File: config.mk
export PLATFORM = sky130hd
export DESIGN_NAME = alu_mc
export DESIGN_NICKNAME = d
export VERILOG_FILES = /design/src/rtl/alu_mc.sv
export SDC_FILE = /design/constraint.sdc
export NUM_CORES = 1
export LEC_CHECK = 0
export BUFFER_PORTS_ARGS = -buffer_cell sky130_fd_sc_hd__buf_2
export CAP_MARGIN = 15
export CORE_MARGIN = 8
export CORE_UTILIZATION = 30
export CTS_CLUSTER_DIAMETER = 100
export DETAILED_ROUTE_END_ITERATION = 16
export GPL_TIMING_DRIVEN = 0
export SETUP_SLACK_MARGIN = 0.02
export SLEW_MARGIN = 20
export SYNTH_ARGS = -nofsm -noshare
export SYNTH_HDL_FRONTEND = slang
export SYNTH_SLANG_ARGS = --single-unit
File: constraint.sdc
create_clock -name clk -period 4.4 [get_ports clk]
set_input_delay 0.44 -clock clk [delete_from_list [all_inputs] [get_ports clk]]
set_output_delay 0.44 -clock clk [all_outputs]
set_load 0.005 [all_outputs]
File: src/rtl/alu_mc.sv
`default_nettype none
// ============================================================================
//  Module   : alu_mc
//  Purpose  : Multi-cycle ALU with valid/ready handshakes on both sides.
//             Single-cycle ops (logic, add/sub, compare, shifts) complete in
//             one clock and park in HOLD. The optional multiplier is a
//             shift-add unit that takes WIDTH clocks before HOLD.
//  Ports    : clk        - rising-edge clock
//             rst_n      - asynchronous active-low reset
//             in_valid   - operation offered
//             in_ready   - operation accepted when in_valid & in_ready
//             opcode     - [15:12] major, [7:4] ext, [7:0] imm
//             a, b       - WIDTH-bit operands
//             carry_in   - carry into ADD/ADDI
//             out_valid  - result/flags valid
//             out_ready  - consumer takes result when out_valid & out_ready
//             result     - WIDTH-bit result
//             flags      - {N,Z,F,L,C}
//  Config   : `define ALU_MC_MUL_EN to build the multiplier (RTYPE ext E).
//             Without it, ext E decodes as undefined.
//  Revision : 1.0 - initial release
// ============================================================================
module alu_mc #(
    parameter int WIDTH = 16,
    parameter int SHW   = $clog2(WIDTH)
) (
    input  logic             clk,
    input  logic             rst_n,
    input  logic             in_valid,
    output logic             in_ready,
    input  logic [15:0]      opcode,
    input  logic [WIDTH-1:0] a,
    input  logic [WIDTH-1:0] b,
    input  logic             carry_in,
    output logic             out_valid,
    input  logic             out_ready,
    output logic [WIDTH-1:0] result,
    output logic [4:0]       flags
);

    localparam logic [3:0] C_MAJ_RTYPE  = 4'h0;
    localparam logic [3:0] C_MAJ_ADDI   = 4'h5;
    localparam logic [3:0] C_MAJ_SHIFTS = 4'h8;
    localparam logic [3:0] C_MAJ_SUBI   = 4'h9;
    localparam logic [3:0] C_MAJ_CMPI   = 4'hB;

    localparam int C_FN = 4;
    localparam int C_FZ = 3;
    localparam int C_FF = 2;
    localparam int C_FL = 1;
    localparam int C_FC = 0;

    localparam logic [WIDTH-1:0] C_WIDTH_N = WIDTH'(WIDTH);

`ifdef ALU_MC_MUL_EN
    typedef enum logic [1:0] {
        ST_IDLE = 2'd0,
        ST_MUL  = 2'd1,
        ST_HOLD = 2'd2
    } state_t;
`else
    typedef enum logic [1:0] {
        ST_IDLE = 2'd0,
        ST_HOLD = 2'd2
    } state_t;
`endif

    // ------------------------------------------------------------------
    // Shift helpers: amounts at or beyond WIDTH saturate explicitly.
    // ------------------------------------------------------------------
    function automatic logic [WIDTH-1:0] f_shl(input logic [WIDTH-1:0] v,
                                               input logic [WIDTH-1:0] n);
        return (n >= C_WIDTH_N) ? '0 : (v << n);
    endfunction

    function automatic logic [WIDTH-1:0] f_shr(input logic [WIDTH-1:0] v,
                                               input logic [WIDTH-1:0] n);
        return (n >= C_WIDTH_N) ? '0 : (v >> n);
    endfunction

    function automatic logic [WIDTH-1:0] f_asr(input logic [WIDTH-1:0] v,
                                               input logic [WIDTH-1:0] n);
        return (n >= C_WIDTH_N) ? {WIDTH{v[WIDTH-1]}} : WIDTH'($signed(v) >>> n);
    endfunction

    // ------------------------------------------------------------------
    // Decode and single-cycle datapath
    // ------------------------------------------------------------------
    logic [3:0]       major;
    logic [3:0]       ext;
    logic [WIDTH-1:0] imm_sx;
    logic [WIDTH-1:0] op_b;
    logic [WIDTH:0]   sum;
    logic [WIDTH:0]   diff;
    logic [WIDTH-1:0] imm_amt;
    logic [WIDTH-1:0] reg_amt;
    logic [WIDTH-1:0] ashu_mag;
    logic [WIDTH-1:0] alu_res;
    logic [4:0]       alu_flags;
    logic             undef;
    logic             op_mul;
    logic             unused_opcode;

    assign major    = opcode[15:12];
    assign ext      = opcode[7:4];
    assign imm_sx   = WIDTH'($signed(opcode[7:0]));
    assign op_b     = (major == C_MAJ_RTYPE) ? b : imm_sx;
    assign sum      = {1'b0, a} + {1'b0, op_b} + {{WIDTH{1'b0}}, carry_in};
    // diff[WIDTH] is the borrow out of the subtraction.
    assign diff     = {1'b0, a} - {1'b0, op_b};
    assign imm_amt  = WIDTH'(opcode[3:0]);
    assign reg_amt  = WIDTH'(b[SHW-1:0]);
    // Magnitude of a negative b; the most negative value stays large and
    // therefore saturates to full sign fill.
    assign ashu_mag = b[WIDTH-1] ? (WIDTH'(0) - b) : b;
    // opcode[11:8] carries no meaning for any decoded instruction.
    assign unused_opcode = ^opcode[11:8];

    always_comb begin
        alu_res   = '0;
        alu_flags = '0;
        undef     = 1'b0;
        op_mul    = 1'b0;

        case (major)
            C_MAJ_RTYPE, C_MAJ_ADDI, C_MAJ_SUBI, C_MAJ_CMPI: begin
                // Immediate majors reuse the RTYPE arithmetic encodings.
                case ((major == C_MAJ_RTYPE) ? ext :
                      (major == C_MAJ_ADDI)  ? 4'h5 :
                      (major == C_MAJ_SUBI)  ? 4'h9 : 4'hB)
                    4'h1: alu_res = a & b;
                    4'h2: alu_res = a | b;
                    4'h3: alu_res = a ^ b;
                    4'h5: begin
                        alu_res         = sum[WIDTH-1:0];
                        alu_flags[C_FC] = sum[WIDTH];
                        alu_flags[C_FZ] = (sum[WIDTH-1:0] == '0);
                        alu_flags[C_FF] = (a[WIDTH-1] == op_b[WIDTH-1]) &&
                                          (sum[WIDTH-1] != a[WIDTH-1]);
                    end
                    4'h9: begin
                        alu_res         = diff[WIDTH-1:0];
                        alu_flags[C_FC] = diff[WIDTH];
                        alu_flags[C_FZ] = (diff[WIDTH-1:0] == '0);
                        alu_flags[C_FF] = (a[WIDTH-1] != op_b[WIDTH-1]) &&
                                          (diff[WIDTH-1] != a[WIDTH-1]);
                    end
                    4'hB: begin
                        alu_flags[C_FN] = ($signed(a) < $signed(op_b));
                        alu_flags[C_FL] = diff[WIDTH];
                        alu_flags[C_FZ] = (a == op_b);
                    end
`ifdef ALU_MC_MUL_EN
                    4'hE: op_mul = 1'b1;
`endif
                    default: undef = 1'b1;
                endcase
            end
            C_MAJ_SHIFTS: begin
                case (ext)
                    4'h0:    alu_res = f_shl(a, imm_amt);
                    4'h1:    alu_res = f_shr(a, imm_amt);
                    4'h2:    alu_res = f_shl(a, imm_amt);
                    4'h3:    alu_res = f_asr(a, imm_amt);
                    4'h4:    alu_res = f_shl(a, reg_amt);
                    4'h6:    alu_res = b[WIDTH-1] ? f_asr(a, ashu_mag) : f_shl(a, b);
                    default: undef = 1'b1;
                endcase
            end
            default: undef = 1'b1;
        endcase

        if (undef) begin
            alu_res   = '0;
            alu_flags = 5'b11111;
        end
    end

    // ------------------------------------------------------------------
    // Control FSM and output registers
    // ------------------------------------------------------------------
    state_t           state_q, state_d;
    logic [WIDTH-1:0] result_q, result_d;
    logic [4:0]       flags_q, flags_d;
    logic             out_valid_q, out_valid_d;
    logic             accept;

`ifdef ALU_MC_MUL_EN
    // prod holds {partial high half, remaining multiplier bits}; each step
    // adds the multiplicand into the high half and shifts right by one.
    logic [WIDTH-1:0]   mcand_q, mcand_d;
    logic [2*WIDTH-1:0] prod_q, prod_d;
    logic [SHW-1:0]     cnt_q, cnt_d;
    logic [WIDTH:0]     mul_add;
    logic [2*WIDTH-1:0] mul_step;

    assign mul_add  = {1'b0, prod_q[2*WIDTH-1:WIDTH]} +
                      (prod_q[0] ? {1'b0, mcand_q} : {(WIDTH+1){1'b0}});
    assign mul_step = {mul_add, prod_q[WIDTH-1:1]};
`endif

    assign in_ready = (state_q == ST_IDLE) | ((state_q == ST_HOLD) & out_ready);
    assign accept   = in_valid & in_ready;

    always_comb begin
        state_d     = state_q;
        result_d    = result_q;
        flags_d     = flags_q;
        out_valid_d = out_valid_q;
`ifdef ALU_MC_MUL_EN
        mcand_d     = mcand_q;
        prod_d      = prod_q;
        cnt_d       = cnt_q;
`endif

        case (state_q)
            ST_IDLE, ST_HOLD: begin
                if ((state_q == ST_HOLD) && out_ready) begin
                    state_d     = ST_IDLE;
                    out_valid_d = 1'b0;
                end
                // A new op accepted while HOLD drains overrides the return
                // to IDLE, giving back-to-back results.
                if (accept) begin
`ifdef ALU_MC_MUL_EN
                    if (op_mul) begin
                        state_d     = ST_MUL;
                        out_valid_d = 1'b0;
                        mcand_d     = a;
                        prod_d      = {{WIDTH{1'b0}}, b};
                        cnt_d       = '0;
                    end else begin
                        state_d     = ST_HOLD;
                        result_d    = alu_res;
                        flags_d     = alu_flags;
                        out_valid_d = 1'b1;
                    end
`else
                    state_d     = ST_HOLD;
                    result_d    = alu_res;
                    flags_d     = alu_flags;
                    out_valid_d = 1'b1;
`endif
                end
            end
`ifdef ALU_MC_MUL_EN
            ST_MUL: begin
                prod_d = mul_step;
                cnt_d  = cnt_q + SHW'(1);
                if (cnt_q == SHW'(WIDTH - 1)) begin
                    state_d     = ST_HOLD;
                    result_d    = mul_step[WIDTH-1:0];
                    flags_d     = {1'b0, (mul_step[WIDTH-1:0] == '0), 1'b0, 1'b0,
                                   (mul_step[2*WIDTH-1:WIDTH] != '0)};
                    out_valid_d = 1'b1;
                end
            end
`endif
            default: begin
                state_d     = ST_IDLE;
                out_valid_d = 1'b0;
            end
        endcase
    end

    always_ff @(posedge clk or negedge rst_n) begin
        if (!rst_n) begin
            state_q     <= ST_IDLE;
            result_q    <= '0;
            flags_q     <= '0;
            out_valid_q <= 1'b0;
`ifdef ALU_MC_MUL_EN
            mcand_q     <= '0;
            prod_q      <= '0;
            cnt_q       <= '0;
`endif
        end else begin
            state_q     <= state_d;
            result_q    <= result_d;
            flags_q     <= flags_d;
            out_valid_q <= out_valid_d;
`ifdef ALU_MC_MUL_EN
            mcand_q     <= mcand_d;
            prod_q      <= prod_d;
            cnt_q       <= cnt_d;
`endif
        end
    end

    assign result    = result_q;
    assign flags     = flags_q;
    assign out_valid = out_valid_q;

endmodule
`default_nettype wire

Word-level counts from Yosys, hierarchy flattened
Cells that the tools add are included.
- flip-flop bits (word level): 24
- word-level logic and storage cells: 93
- $add $sub $neg: 4
- order comparisons: 5
- eq/ne operators: 22
- shifts and indexed selects: 6
- muxes and demuxes: 32
- bitwise operators: 6
- reductions and logical operators: 14
- operator list (cell ; number):
    16-bit 2-to-1 mux ; 10
    16-bit one-hot mux with 5 select lines ; 2
    16-bit by 5-bit greater-or-equal comparator with 1-bit output (second input constant) ; 2
    16-bit zero test ; 2
    16-bit one-hot mux with 2 select lines ; 1
    16-bit by 4-bit left shift with 16-bit output ; 2
    4-bit == test (second input constant) ; 5
    16-bit by 16-bit adder with 17-bit output ; 1
    17-bit by 1-bit adder with 17-bit output ; 1
    16-bit by 16-bit subtractor with 17-bit output ; 1
    16-bit AND ; 1
    16-bit == test ; 1
    4-bit by 2-bit == test with 1-bit output (second input constant) ; 4
    4-bit by 3-bit == test with 1-bit output (second input constant) ; 4
    16-bit less-than comparator ; 1
    16-bit OR ; 1
    16-bit by 16-bit left shift with 16-bit output ; 1
    16-bit by 4-bit right shift with 16-bit output ; 1
    16-bit by 16-bit >>> shifter with 16-bit output ; 1
    16-bit by 4-bit >>> shifter with 16-bit output ; 1
    1-bit by 16-bit subtractor with 16-bit output (first input constant) ; 1
    16-bit XOR ; 1
    6-bit OR reduction ; 2
    4-bit by 5-bit greater-or-equal comparator with 1-bit output (second input constant) ; 2
    19 further kinds ; 40

Logic depth before layout (Yosys ltp)
- word-level depth: 9
- gate-level depth with buffers: 19
- gate-level depth less buffers: 16

Worst setup path after synthesis
Ideal clock, no wire load.
- kind: input port to flip-flop
- start point: in opcode[13]
- end point: reg flags_q[2] (netlist: flags[2])
- data arrival time: 4.343 ns
- slack: -0.068 ns
- stages on the path: 16
- buffers on the path: 4
- cell sequence: clkbuf_1 > or4_1 > clkbuf_1 > clkbuf_1 > a21o_1 > ha_1 > clkbuf_1 > nor3_1 > a2111oi_0 > o21bai_1 > a2111oi_0 > o21ai_0 > xor2_1 > xnor2_1 > a311oi_1 > nor2_1
- cells in the longest elaborated chain, start to end: 9
- ends and longest elaborated chain (element ; RTL line ; source):
    from (decl) ; 31 ; input logic [15:0] opcode,
    4-bit zero test or 4-bit == test (tied branches) ; n/a ;
    16-bit 2-to-1 mux or 2-bit 2-to-1 mux (tied branches) ; 107, 130 ;
    16-bit by 16-bit adder with 17-bit output or 4-bit 2-to-1 mux (tied branches) ; 108, 129 ;
    17-bit by 1-bit adder with 17-bit output or 4-bit 2-to-1 mux (tied branches) ; 108, 128 ;
    1-bit != test (tied with other cells) ; 139 ; (sum[WIDTH-1] != a[WIDTH-1]);
    1-bit logical AND or 6-bit OR reduction (tied branches) ; n/a ;
    1-bit one-hot mux with 2 select lines or 1-bit 2-to-1 mux (tied branches) ; 128 ; case ((major == C_MAJ_RTYPE) ? ext :
    5-bit 2-to-1 mux or 1-bit one-hot mux with 2 select lines (tied branches) ; 125 ; case (major)
    5-bit 2-to-1 mux * ; 173 ; if (undef) begin
    to (signal assigned) ; 280 ; flags_q <= flags_d;
    to (decl) ; 184 ; logic [4:0] flags_q, flags_d;
Mark *: on every way between the ends. The rest lies on a longest branch, timed or not.
A chain may end at the register's enable or synchronous reset.

Worst setup path in the final report
- start point: in b[0]
- end point: reg result_q[13] (netlist: result[13])
- cells in the longest elaborated chain, start to end: 8
- ends and longest elaborated chain (element ; RTL line ; source):
    from (decl) ; 33 ; input logic [WIDTH-1:0] b,
    1-bit by 16-bit subtractor with 16-bit output ; 115 ; assign ashu_mag = b[WIDTH-1] ? (WIDTH'(0) - b) : b;
    16-bit 2-to-1 mux ; 115 ;
    16-bit by 5-bit greater-or-equal comparator with 1-bit output or 16-bit by 16-bit >>> shifter with 16-bit output (tied branches) ; 83 ; return (n >= C_WIDTH_N) ? {WIDTH{v[WIDTH-1]}} : WIDTH'($signed(v) >>> n);
    16-bit 2-to-1 mux ; 83 ;
    16-bit 2-to-1 mux ; 166 ; 4'h6: alu_res = b[WIDTH-1] ? f_asr(a, ashu_mag) : f_shl(a, b);
    16-bit one-hot mux with 5 select lines ; 160 ; case (ext)
    16-bit one-hot mux with 2 select lines * ; 125 ;
    16-bit 2-to-1 mux * ; 173 ;
    to (signal assigned) ; 279 ; result_q <= result_d;
    to (decl) ; 183 ; logic [WIDTH-1:0] result_q, result_d;
Marks and branches as above.

==> results.ini <==
[floorplanning]
die_w_um=179.6
fp.dieH_um=179.6
fp.dieArea_um2=32240
num_rows=60
io_pins=76
core-area_um2=26580
initial_core_util_pct=30.20

[clock_network]
ctsHoldBuffers=0
cts_made_buffers=3
clock_latency_ns=0.26
clk_pin_slew_ns=0.06
h-tree-depth=1
cts.sinks=22
cts_buffer_depth=2
cts_root_buffer=clkbuf_16
cts_tree=done

[sta]
finClkSkew_ns=0.005892
fin_ws_ns=0.05280
tightest_slew_ns=1.088
tns_ns=0
hold_viol_final=0
slew_headroom_pct=26.82
min_period_over_period_pct=98.80
fmax_mhz=230.0
worst_hold_slack_ns=0.1625
slew_viol_final=0
finalSetupViolations=0
rsz0062_at_grt=yes
finalCriticalPeriod_ns=4.347

[cells_and_area]
area_delta_synth_final_pct=13.39
drive_gt1_share_pct=13.89
layout_commonest_cell=nand2_1
fin_nets=1356
diodes=0
layout_common_cells=nand2_1, nor2_1, a21oi_1, o21ai_0, buf_2
final_core_util_pct=34.24

[synthesis]
ys_seq_elements=22
synth-async-reset-ratio_pct=100.0
synth_edf_count=0
synth_cells=1161
synth_top_family_by_area=compound AO/OA/AOI/OAI gates
avgSynthCellArea_um2=6.912
synth.distinct_cells=85
synth_mux_area_share_pct=13.17
yosysSeqAreaShare_pct=6.860
ys_warn_count=0
synthSimpleGateAreaFrac_pct=24.23
synth_top_flop_cell=dfrtp_1
syn_area_um2=8025
syn_nets=1284
synth_fa_ha_area_share_pct=11.19
synth_compound_area_share_pct=32.87
synth-xor-area-share_pct=3.383

[detailed_routing]
drc=0
ant_nets=0
drtPass1Iterations=6
detail_route.iter0.violations=1338
vias=10030
wl_mm=40.51
viasPerCell=6.381
wl_per_cell_um=25.77

[power_and_ir_drop]
p_per_area_nw_per_um2=172.4
leakage_nw=3.771
ir_drop_mv=0.08147

[global_route]
antenna_found_initial=1
met1_usage_pct=34.60
grt_overflow=0
track_usage_pct=23.63
top_usage_layer=met1
grt_max_degree=23
use_met2_pct=33.90
grt_pass1_vias=9061
grt_use_met3_pct=4.899
grt_first_pass_wirelength_mm=59.99

[run_status]
status=completed

[critical_path]
startpoint_type=input port
reg2regPathDepth=9
rrSetupSlack_ns=1.65
crit_type=in -> reg
r2r-start=out_valid
crit_path_max_fanout=13
crit_path_start=b[0]
reg2reg_to=flags[3]
end_kind=flop
cp.required_ns=4.53
arrival_ns=4.48
crit_end=result[13]

[place]
place_congestion=1.023
hpwlAfterDp_mm=32.84
io_buffers=67
post-place-ws_ns=-1.168

[job]
max-cap-violations=0

[min_path]
hold_class=in -> async

-- area by class of cell --
cell class | count | area (um2)
plain buffers | 92 | 402.9
clock buffers | 3 | 75.07
fillers | 2982 | 17480
inverters | 69 | 259.0
multi-input cells | 965 | 6953
flip-flops and latches | 22 | 550.5
well taps | 341 | 426.7
repair buffers | 80 | 432.9
-- through the flow --
stage	instance area (um2)	power [W]	std cells
floorplan	8031	0.0009151	1161
global placement	8793	0.001283	1569
detailed placement	8793	0.001278	1569
CTS	9027	0.001511	1575
global route	9100	0.001658	1572
finish	9100	0.001569	1572
-- where the power goes --
group          total (W)  switching [W]  internal, W
Sequential      0.000225     0.00000861     0.000217
Clock           0.000198      0.0000772     0.000120
Combinational    0.00115       0.000744     0.000402
Total            0.00157       0.000830     0.000739
-- critical path, cell delays in order --
cell,delay [ns]
buf_2,0.13
buf_2,0.22
inv_2,0.22
clkbuf_4,0.32
ha_1,0.20
or3b_4,0.40
nand2b_4,0.17
o311a_1,0.35
a311oi_2,0.31
nand4_2,0.23
buf_2,0.28
nor4_1,0.42
mux2i_1,0.48
o2bb2ai_1,0.14
a2bb2oi_1,0.14
-- logic make-up (layout without fill, tap and decap cells) --
family / after synthesis / after routing
buffers and inverters: 174 / 244
flip-flops: 22 / 22
XOR/XNOR: 31 / 31
adder cells (fa/ha/maj): 70 / 70
AND/OR/NAND/NOR: 395 / 395
AO/OA/AOI/OAI: 395 / 395
multiplexers: 74 / 74
-- how the worst min path moves through the flow --
stage               startpoint        end  slack (ns)  depth (start not counted)
floorplan                rst_n   flags[0]        0.14                          0
global placement         rst_n  out_valid        0.45                          1
detailed placement       rst_n   flags[0]        0.46                          1
CTS                      rst_n   flags[0]        0.18                          1
global route             rst_n   flags[1]        0.21                          1
finish                   rst_n   flags[1]        0.16                          1
-- cells in the mapped netlist (9+ instances only) --
cell      count  area share (%)
ha_1         67              10
buf_1        11            0.51
a211oi_1     20             1.9
a31oi_1      21             1.6
nor2_1      109             5.1
nand3_1      22             1.4
a21oi_1     107             6.7
nand2_1     111             5.2
or3_1        11            0.86
a221o_1      11             1.4
nor2b_1       9            0.70
a221oi_1     11             1.2
o21ai_0      91             5.7
and2_1       11            0.86
nor4_1        9            0.70
nand2b_1     12            0.94
dfrtp_1      22             6.9
inv_1        66             3.1
nor3_1       41             2.6
a21o_1       18             1.7
o211ai_1     14             1.3
mux2i_1      46             5.7
mux4_2       25             7.0
clkbuf_1     89             4.2
and3_1       16             1.2
xnor2_1      27             2.9
-- what timing repair did --
action	in CTS	in global routing
hold endpoints to repair	0	0
endpoints found under the setup margin	21	13
resized for setup	40	22
pin swaps	14	8
buffers inserted	10	3
-- sequential cells by signal, indices dropped and copies added (netlist names) --
register / count
flags: 5
out_valid: 1
result: 16
-- metal layers --
layer  wire [um]  up-vias
met2       16490      704
met3        4877      105
met5          12        -
met1       17660     4756
li1            -     4464
met4        1473        2
Note: power is estimated with default switching activity, not from simulation.
